===== config.mk =====
export PLATFORM = sky130hd
export DESIGN_NAME = multi_phase_traffic_ctrl
export DESIGN_NICKNAME = d
export VERILOG_FILES = /design/src/rtl/tlc_pkg.sv /design/src/rtl/tlc_flasher.sv /design/src/rtl/multi_phase_traffic_ctrl.sv
export SDC_FILE = /design/constraint.sdc
export NUM_CORES = 1
export LEC_CHECK = 0
export ABC_AREA = 0
export CORE_MARGIN = 8
export CORE_UTILIZATION = 48
export CTS_CLUSTER_SIZE = 24
export DETAILED_ROUTE_END_ITERATION = 12
export PLACE_DENSITY = 0.75
export SLEW_MARGIN = 20
export SYNTH_ARGS = -nofsm -noshare
export SYNTH_HDL_FRONTEND = slang
export SYNTH_SLANG_ARGS = --single-unit

===== constraint.sdc =====
create_clock -name clk -period 3.1 [get_ports clk]
set_clock_uncertainty 0.15 [all_clocks]
set_input_delay 0.465 -clock clk [delete_from_list [all_inputs] [get_ports clk]]
set_output_delay 0.465 -clock clk [all_outputs]
set_load 0.01 [all_outputs]

===== src/rtl/tlc_pkg.sv =====
// Shared state and lamp-triplet encoding for the multi-phase traffic controller.
// The PED state exists only when TLC_PED_EN is defined.
package tlc_pkg;

  typedef enum logic [2:0] {
    ST_ALL_RED = 3'd0,
    ST_GREEN   = 3'd1,
    ST_YELLOW  = 3'd2,
`ifdef TLC_PED_EN
    ST_PED     = 3'd3,
`endif
    ST_EMERG   = 3'd4,
    ST_FLASH   = 3'd5
  } tlc_state_e;

  // Bit order {green, yellow, red}: exactly one bit set per approach outside FLASH.
  typedef enum logic [2:0] {
    LAMP_OFF = 3'b000,
    LAMP_RED = 3'b001,
    LAMP_YEL = 3'b010,
    LAMP_GRN = 3'b100
  } lamp_e;

  function automatic lamp_e lamp_for(input tlc_state_e st, input logic served);
    lamp_e l;
    l = LAMP_RED;
    if (served) begin
      if (st == ST_GREEN || st == ST_EMERG) l = LAMP_GRN;
      else if (st == ST_YELLOW)             l = LAMP_YEL;
    end
    return l;
  endfunction

endpackage


===== src/rtl/tlc_flasher.sv =====
// Flash divider: while enabled, pulses toggle_c on the last cycle of every
// FLASH_HALF-cycle half period; counter rests at zero when disabled.
module tlc_flasher #(
  parameter int unsigned CNT_W      = 8,
  parameter int unsigned FLASH_HALF = 4
) (
  input  logic clk,
  input  logic reset_n,
  input  logic en_i,
  output logic toggle_c
);

  logic [CNT_W-1:0] cnt_q, cnt_d;

  assign toggle_c = en_i && (cnt_q == CNT_W'(FLASH_HALF - 1));

  always_comb begin
    cnt_d = '0;
    if (en_i && !toggle_c) cnt_d = cnt_q + CNT_W'(1);
  end

  always_ff @(posedge clk or negedge reset_n) begin
    if (!reset_n) cnt_q <= '0;
    else          cnt_q <= cnt_d;
  end

endmodule


===== src/rtl/multi_phase_traffic_ctrl.sv =====
// Multi-approach traffic controller with actuated green, transit extension,
// emergency preemption and fault flash. Define TLC_PED_EN for the pedestrian phase.
module multi_phase_traffic_ctrl
  import tlc_pkg::*;
#(
  parameter int unsigned N_APPR     = 4,
  parameter int unsigned CNT_W      = 8,
  parameter int unsigned GREEN_MIN  = 4,
  parameter int unsigned GREEN_MAX  = 10,
  parameter int unsigned YELLOW_T   = 2,
  parameter int unsigned ALLRED_T   = 1,
  parameter int unsigned PED_T      = 5,
  parameter int unsigned EXT_STEP   = 3,
  parameter int unsigned FLASH_HALF = 4
) (
  input  logic                      clk,
  input  logic                      reset_n,
  input  logic [N_APPR-1:0]         veh_req,
  input  logic [N_APPR-1:0]         ped_req,
  input  logic [N_APPR-1:0]         emerg,
  input  logic [N_APPR-1:0]         transit,
  input  logic                      fault,
  output logic [N_APPR-1:0]         green,
  output logic [N_APPR-1:0]         yellow,
  output logic [N_APPR-1:0]         red,
  output logic                      walk,
  output logic [$clog2(N_APPR)-1:0] phase_idx
);

  localparam int unsigned    IDX_W     = $clog2(N_APPR);
  localparam logic [CNT_W-1:0] GMIN_M1 = CNT_W'(GREEN_MIN - 1);
  localparam logic [CNT_W-1:0] GMAX_M1 = CNT_W'(GREEN_MAX - 1);
  localparam logic [CNT_W-1:0] GEXT_M1 = CNT_W'(GREEN_MAX + EXT_STEP - 1);
  localparam logic [CNT_W-1:0] YEL_M1  = CNT_W'(YELLOW_T - 1);
  localparam logic [CNT_W-1:0] AR_M1   = CNT_W'(ALLRED_T - 1);

  tlc_state_e        state_q, state_d;
  logic [CNT_W-1:0]  cnt_q, cnt_d;
  logic [IDX_W-1:0]  phase_q, phase_d;
  logic              ext_q, ext_d;
  logic              home_q, home_d;
  logic [N_APPR-1:0] green_q, green_d, yellow_q, yellow_d, red_q, red_d;
  logic [IDX_W-1:0]  rr_next, emerg_tgt;
  logic [N_APPR-1:0] own_oh;
  logic              others_req;
  logic [CNT_W-1:0]  green_end;
  logic              flash_tog;
  logic              flash_en;

`ifdef TLC_PED_EN
  logic [N_APPR-1:0] ped_lat_q, ped_lat_d;
  logic              ped_done_q, ped_done_d;
  logic              walk_q, walk_d;
`else
  logic unused_ped;
  assign unused_ped = ^ped_req;
`endif

  assign flash_en = (state_q == ST_FLASH);

  tlc_flasher #(
    .CNT_W      (CNT_W),
    .FLASH_HALF (FLASH_HALF)
  ) u_flasher (
    .clk      (clk),
    .reset_n  (reset_n),
    .en_i     (flash_en),
    .toggle_c (flash_tog)
  );

  assign own_oh     = N_APPR'(1) << phase_q;
  assign others_req = |(veh_req & ~own_oh);
  assign green_end  = ext_q ? GEXT_M1 : GMAX_M1;

  // Round-robin search starting after the current phase; lowest emergency index wins.
  always_comb begin
    logic             found;
    logic [IDX_W-1:0] cand;
    found     = 1'b0;
    cand      = '0;
    rr_next   = (phase_q == IDX_W'(N_APPR - 1)) ? '0 : phase_q + IDX_W'(1);
    emerg_tgt = '0;
    for (int k = 1; k <= int'(N_APPR); k++) begin
      cand = IDX_W'((int'(phase_q) + k) % int'(N_APPR));
      if (!found && veh_req[cand]) begin
        rr_next = cand;
        found   = 1'b1;
      end
    end
    for (int i = int'(N_APPR) - 1; i >= 0; i--) begin
      if (emerg[i]) emerg_tgt = IDX_W'(i);
    end
  end

  always_comb begin
    state_d = state_q;
    cnt_d   = cnt_q + CNT_W'(1);
    phase_d = phase_q;
    ext_d   = ext_q;
    home_d  = home_q;
`ifdef TLC_PED_EN
    ped_lat_d  = ped_lat_q | ped_req;
    ped_done_d = ped_done_q;
`endif
    if (fault) begin
      state_d = ST_FLASH;
    end else begin
      unique case (state_q)
        ST_ALL_RED: begin
          if (cnt_q == AR_M1) begin
            if (|emerg) begin
              state_d = ST_EMERG;
              phase_d = emerg_tgt;
            end else if (home_q) begin
              state_d = ST_GREEN;
              phase_d = '0;
            end
`ifdef TLC_PED_EN
            else if (|ped_lat_q && !ped_done_q) begin
              state_d = ST_PED;
            end
`endif
            else begin
              state_d = ST_GREEN;
              phase_d = rr_next;
            end
          end
        end
        ST_GREEN: begin
          if (|emerg) begin
            state_d = (emerg_tgt == phase_q) ? ST_EMERG : ST_YELLOW;
          end else if (cnt_q >= GMIN_M1 && !veh_req[phase_q] && others_req) begin
            state_d = ST_YELLOW;
          end else if (cnt_q == green_end) begin
            if (transit[phase_q] && !ext_q) ext_d = 1'b1;
            else                            state_d = ST_YELLOW;
          end
        end
        ST_YELLOW: begin
          if (cnt_q == YEL_M1) state_d = ST_ALL_RED;
        end
`ifdef TLC_PED_EN
        ST_PED: begin
          if (|emerg || cnt_q == CNT_W'(PED_T - 1)) begin
            state_d    = ST_ALL_RED;
            ped_done_d = 1'b1;
          end
        end
`endif
        ST_EMERG: begin
          if (!emerg[phase_q]) state_d = ST_YELLOW;
        end
        ST_FLASH: begin
          state_d = ST_ALL_RED;
          home_d  = 1'b1;
        end
        default: state_d = ST_ALL_RED;
      endcase
    end
    if (state_d != state_q) cnt_d = '0;
    if (state_d == ST_GREEN && state_q != ST_GREEN) begin
      ext_d  = 1'b0;
      home_d = 1'b0;
`ifdef TLC_PED_EN
      ped_done_d = 1'b0;
`endif
    end
`ifdef TLC_PED_EN
    if (state_d == ST_PED && state_q != ST_PED) ped_lat_d = '0;
`endif
  end

  // Lamps are decoded from the next state so they line up with state_q.
  always_comb begin
    logic [2:0] lb;
    lb       = LAMP_RED;
    green_d  = '0;
    yellow_d = '0;
    red_d    = '1;
    for (int i = 0; i < int'(N_APPR); i++) begin
      lb          = lamp_for(state_d, phase_d == IDX_W'(i));
      green_d[i]  = lb[2];
      yellow_d[i] = lb[1];
      red_d[i]    = lb[0];
    end
    if (state_d == ST_FLASH) begin
      green_d  = '0;
      yellow_d = '0;
      if (state_q != ST_FLASH) red_d = '1;
      else if (flash_tog)      red_d = ~red_q;
      else                     red_d = red_q;
    end
`ifdef TLC_PED_EN
    walk_d = (state_d == ST_PED);
`endif
  end

  always_ff @(posedge clk or negedge reset_n) begin
    if (!reset_n) begin
      state_q  <= ST_ALL_RED;
      cnt_q    <= '0;
      phase_q  <= IDX_W'(N_APPR - 1);
      ext_q    <= 1'b0;
      home_q   <= 1'b1;
      green_q  <= '0;
      yellow_q <= '0;
      red_q    <= '1;
`ifdef TLC_PED_EN
      ped_lat_q  <= '0;
      ped_done_q <= 1'b0;
      walk_q     <= 1'b0;
`endif
    end else begin
      state_q  <= state_d;
      cnt_q    <= cnt_d;
      phase_q  <= phase_d;
      ext_q    <= ext_d;
      home_q   <= home_d;
      green_q  <= green_d;
      yellow_q <= yellow_d;
      red_q    <= red_d;
`ifdef TLC_PED_EN
      ped_lat_q  <= ped_lat_d;
      ped_done_q <= ped_done_d;
      walk_q     <= walk_d;
`endif
    end
  end

  assign green     = green_q;
  assign yellow    = yellow_q;
  assign red       = red_q;
  assign phase_idx = phase_q;
`ifdef TLC_PED_EN
  assign walk = walk_q;
`else
  assign walk = 1'b0;
`endif

endmodule


==> metrics.md <==
| Metric | Value |
|---|---|
| Run status | complete, no violations |
| Crit path cell chain | clkinv_1 -> ha_1 -> or2b_2 -> o2111ai_1 -> a41oi_2 -> a2111oi_2 -> and2b_4 -> nand2_2 -> a32oi_1 |
| Largest net degree at the start of global routing | 36 |
| Initial DRC Count | 112 |
| Max-capacitance violation count | 0 |
| Peak supply drop | 0.000286 V |
| Register area share after synthesis | 0.387 |
| DRT Wirelength | 4900 um |
| Critical-path maximum fanout | 6 |
| GRT Resource Usage Total | 0.143 |
| CP Capture Type | flip-flop |
| Register bit count reported by yosys | 35 |
| Post-DP HPWL | 3530 um |
| Layout Nets | 305 |
| Root buf cell | clkbuf_8 |
| IO Pins | 34 |
| Post-synthesis cell count | 244 |
| Dominant cell type by area after synthesis | dfrtp_1 |
| CP startpoint kind | flip-flop |
| Post-synth top area share | 0.306 |
| # diodes | 0 |
| CTS Buf Count | 5 |
| Die width | 85.0 um |
| Min Tclk post-route | 2.87 ns |
| Most numerous cell in the Yosys netlist | nor2_1 |
| Layout cells sized above 1 | 0.201 |
| Setup-failing EPs final | 0 |
| Antenna Violating Nets Remaining | 0 |
| Largest stage delay on the critical path | 0.53 ns |
| Die Y | 85.0 um |
| Yosys warns | 0 |
| Routed len/inst | 14.7 um |
| Syn avg cell area | 9.38 sq um |
| Area after DPL | 0.00264 sq mm |
| Fillers | 409 |
| Syn Std Cell Area | 0.00229 sq mm |
| Initial Util | 0.491 |
| Worst-Skew Late Latency | 0.29 ns |
| Via density | 5.74 |
| Post-synth net total | 271 |
| Row count | 25 |
| Footprint of the multi-input gates | 0.00129 sq mm |
| Die footprint | 0.00723 sq mm |
| CTS max path bufs | 2 |
| Main synth FF type | dfrtp_1 |
| Final worst path period share | 0.927 |
| Vias in the first global route | 1875 |
| Leak Pwr | 1.17 nW |
| Hold Path Class | flip-flop to flip-flop |
| Core area | 0.00466 sq mm |
| Hold Buf Count CTS | 0 |
| First-pass GRT wire length | 8510 um |
| Routed via count | 1912 |
| GPL Wtd Cong | 0.835 |
| Synth-to-Final Area Change | 21.5% |
| Seq. cell area | 885 sq um |
| CP Data Required Time | 3.15 ns |
| Post-synth EDFFs | 0 |
| Final hold vios | 0 |
| # H-tree levels | 2 |
| CP Class | flip-flop to flip-flop |
| Power density over the cells | 682 mW/mm^2 |
| DRC Markers | 0 |
| Final instance area | 0.00278 sq mm |
| Clock slew at reported path FFs | 0.07 ns |
| Initial antenna violation count | 0 |
| Max Fclk | 348 MHz |
| Synth cell count leaders | 36 x nor2_1, 28 x dfrtp_1, 15 x nand3_1 |
| WP data arrival | 2.93 ns |
| Top post-synthesis cells by area | dfrtp_1 31%, dfstp_2 8.0%, nor2_1 5.9% |
| Count of cell types in the netlist | 63 |
| Total gr overflow | 0 |
| IO Port Bufs | 28 |
| Slowest CP cell | dfstp_2 |
| CTS tree | built |
| Total power | 1.90 mW |
| RSZ-0062 raised after global routing | false |
| DRT Pass-1 Iters | 4 |
| Async set-reset flop share out of synthesis | 1.00 |
| Max-slew violation count | 0 |
| Total Neg Setup Slack | 0 ns |
| Clock tree sinks | 35 |
where the power goes:
group          internal [mW]  switching [mW]  total, mW
sequential             0.555          0.0614      0.616
clock                  0.239           0.168      0.407
combinational          0.411           0.461      0.872
total                   1.21           0.690       1.90
layer usage:
metal,track usage,up-vias,share of wire,wire length (um)
li1,-,944,-,-
met2,0.233,43,0.47,2320
met1,0.176,918,0.46,2260
met3,0.0347,7,0.051,248
met4,0.0583,0,0.015,73
met5,0,-,0,0
layout by cell type (no fill, tap or decap), drive strengths merged, types with 2 or more instances in the layout:
cell type and count:
ha 8, inv 13, a22oi 2, a41oi 2, o221ai 4, a21oi 10, nor3b 2, xor2 9
clkdlybuf4s50 28, or4 3, or2 2, clkbuf 5, nor3 3, clkinv 3, dfstp 7, nor2 36
o2111ai 2, mux2 4, nand2b 5, mux4 3, and3 7, nand4 3, a31o 3, xnor2 3
a31oi 2, dfrtp 28, nand3 16, nand2 9, a32oi 3, o21ai 12, nor2b 2, buf 13
or2b 4, nor4 5
path summary, 6_finish.rpt:
| kind | startpoint | end | slack (ns) | depth (start not counted) |
|---|---|---|---|---|
| worst max-delay path | phase_idx[0]$_DFF_PN1_ | red[3]$_DFFE_PN1P_ | 0.23 | 9 |
| worst max register to register | phase_idx[0]$_DFF_PN1_ | red[3]$_DFFE_PN1P_ | 0.23 | 9 |
| worst min-delay path | home_q$_DFFE_PN1P_ | home_q$_DFFE_PN1P_ | 0.37 | 2 |
| max in group asynchronous | reset_n | home_q$_DFFE_PN1P_ | 2.04 | 2 |
| min in group asynchronous | reset_n | green[0]$_DFF_PN0_ | 0.42 | 2 |
| worst min register to register | home_q$_DFFE_PN1P_ | home_q$_DFFE_PN1P_ | 0.37 | 2 |
what timing repair did:
| action | 4_1_cts | 5_1_grt |
|---|---|---|
| hold endpoints to repair | 0 | 0 |
| gates resized for setup | 0 | 3 |
| setup buffers | 0 | 0 |
| endpoints found under the setup margin | 0 | 12 |
layout make-up:
class                      instances  area share
clock buffer                       5      0.0247
inverter                          14      0.0189
tap                               54      0.0243
clock inverter                     3      0.0157
multi-input combinational        181       0.462
timing repair buffer              41       0.136
sequential                        35       0.318
critical path, delay by kind of cell, from the launching register on:
kind | cells | cell delay [ns]
AO/OA/AOI/OAI | 4 | 0.94
adder cells (fa/ha/maj) | 1 | 0.28
buffers and inverters | 1 | 0.22
flip-flops | 1 | 0.53
AND/OR/NAND/NOR | 3 | 0.66
sequential cells by signal, indices dropped and copies added (netlist names):
register         count
red                  4
state_q              3
phase_idx            2
green                4
cnt_q                8
home_q               1
ext_q                1
u_flasher.cnt_q      8
yellow               4
per-stage QoR:
| stage | hold slack [ns] | std cells | setup slack, ns | util |
|---|---|---|---|---|
| global placement | 0.343 | 325 | 0.0622 | 0.566 |
| CTS | 0.373 | 333 | 0.0877 | 0.590 |
| floorplan | 0.0194 | 244 | 0.170 | - |
| global route | 0.411 | 333 | 0.0467 | 0.597 |
| detailed placement | 0.362 | 325 | 0.0533 | 0.566 |
| finish | 0.368 | 333 | 0.226 | 0.597 |
logic make-up after synthesis:
family / count (synthesis) / synth area share
buf+inv: 28 / 0.0651
flops: 35 / 0.387
fa+ha+maj: 8 / 0.0437
compound gates: 49 / 0.157
mux: 8 / 0.0536
other cells: 1 / 0.00164
simple gates: 103 / 0.247
xor+xnor: 12 / 0.0459
Power figures use the tool's default switching activity.
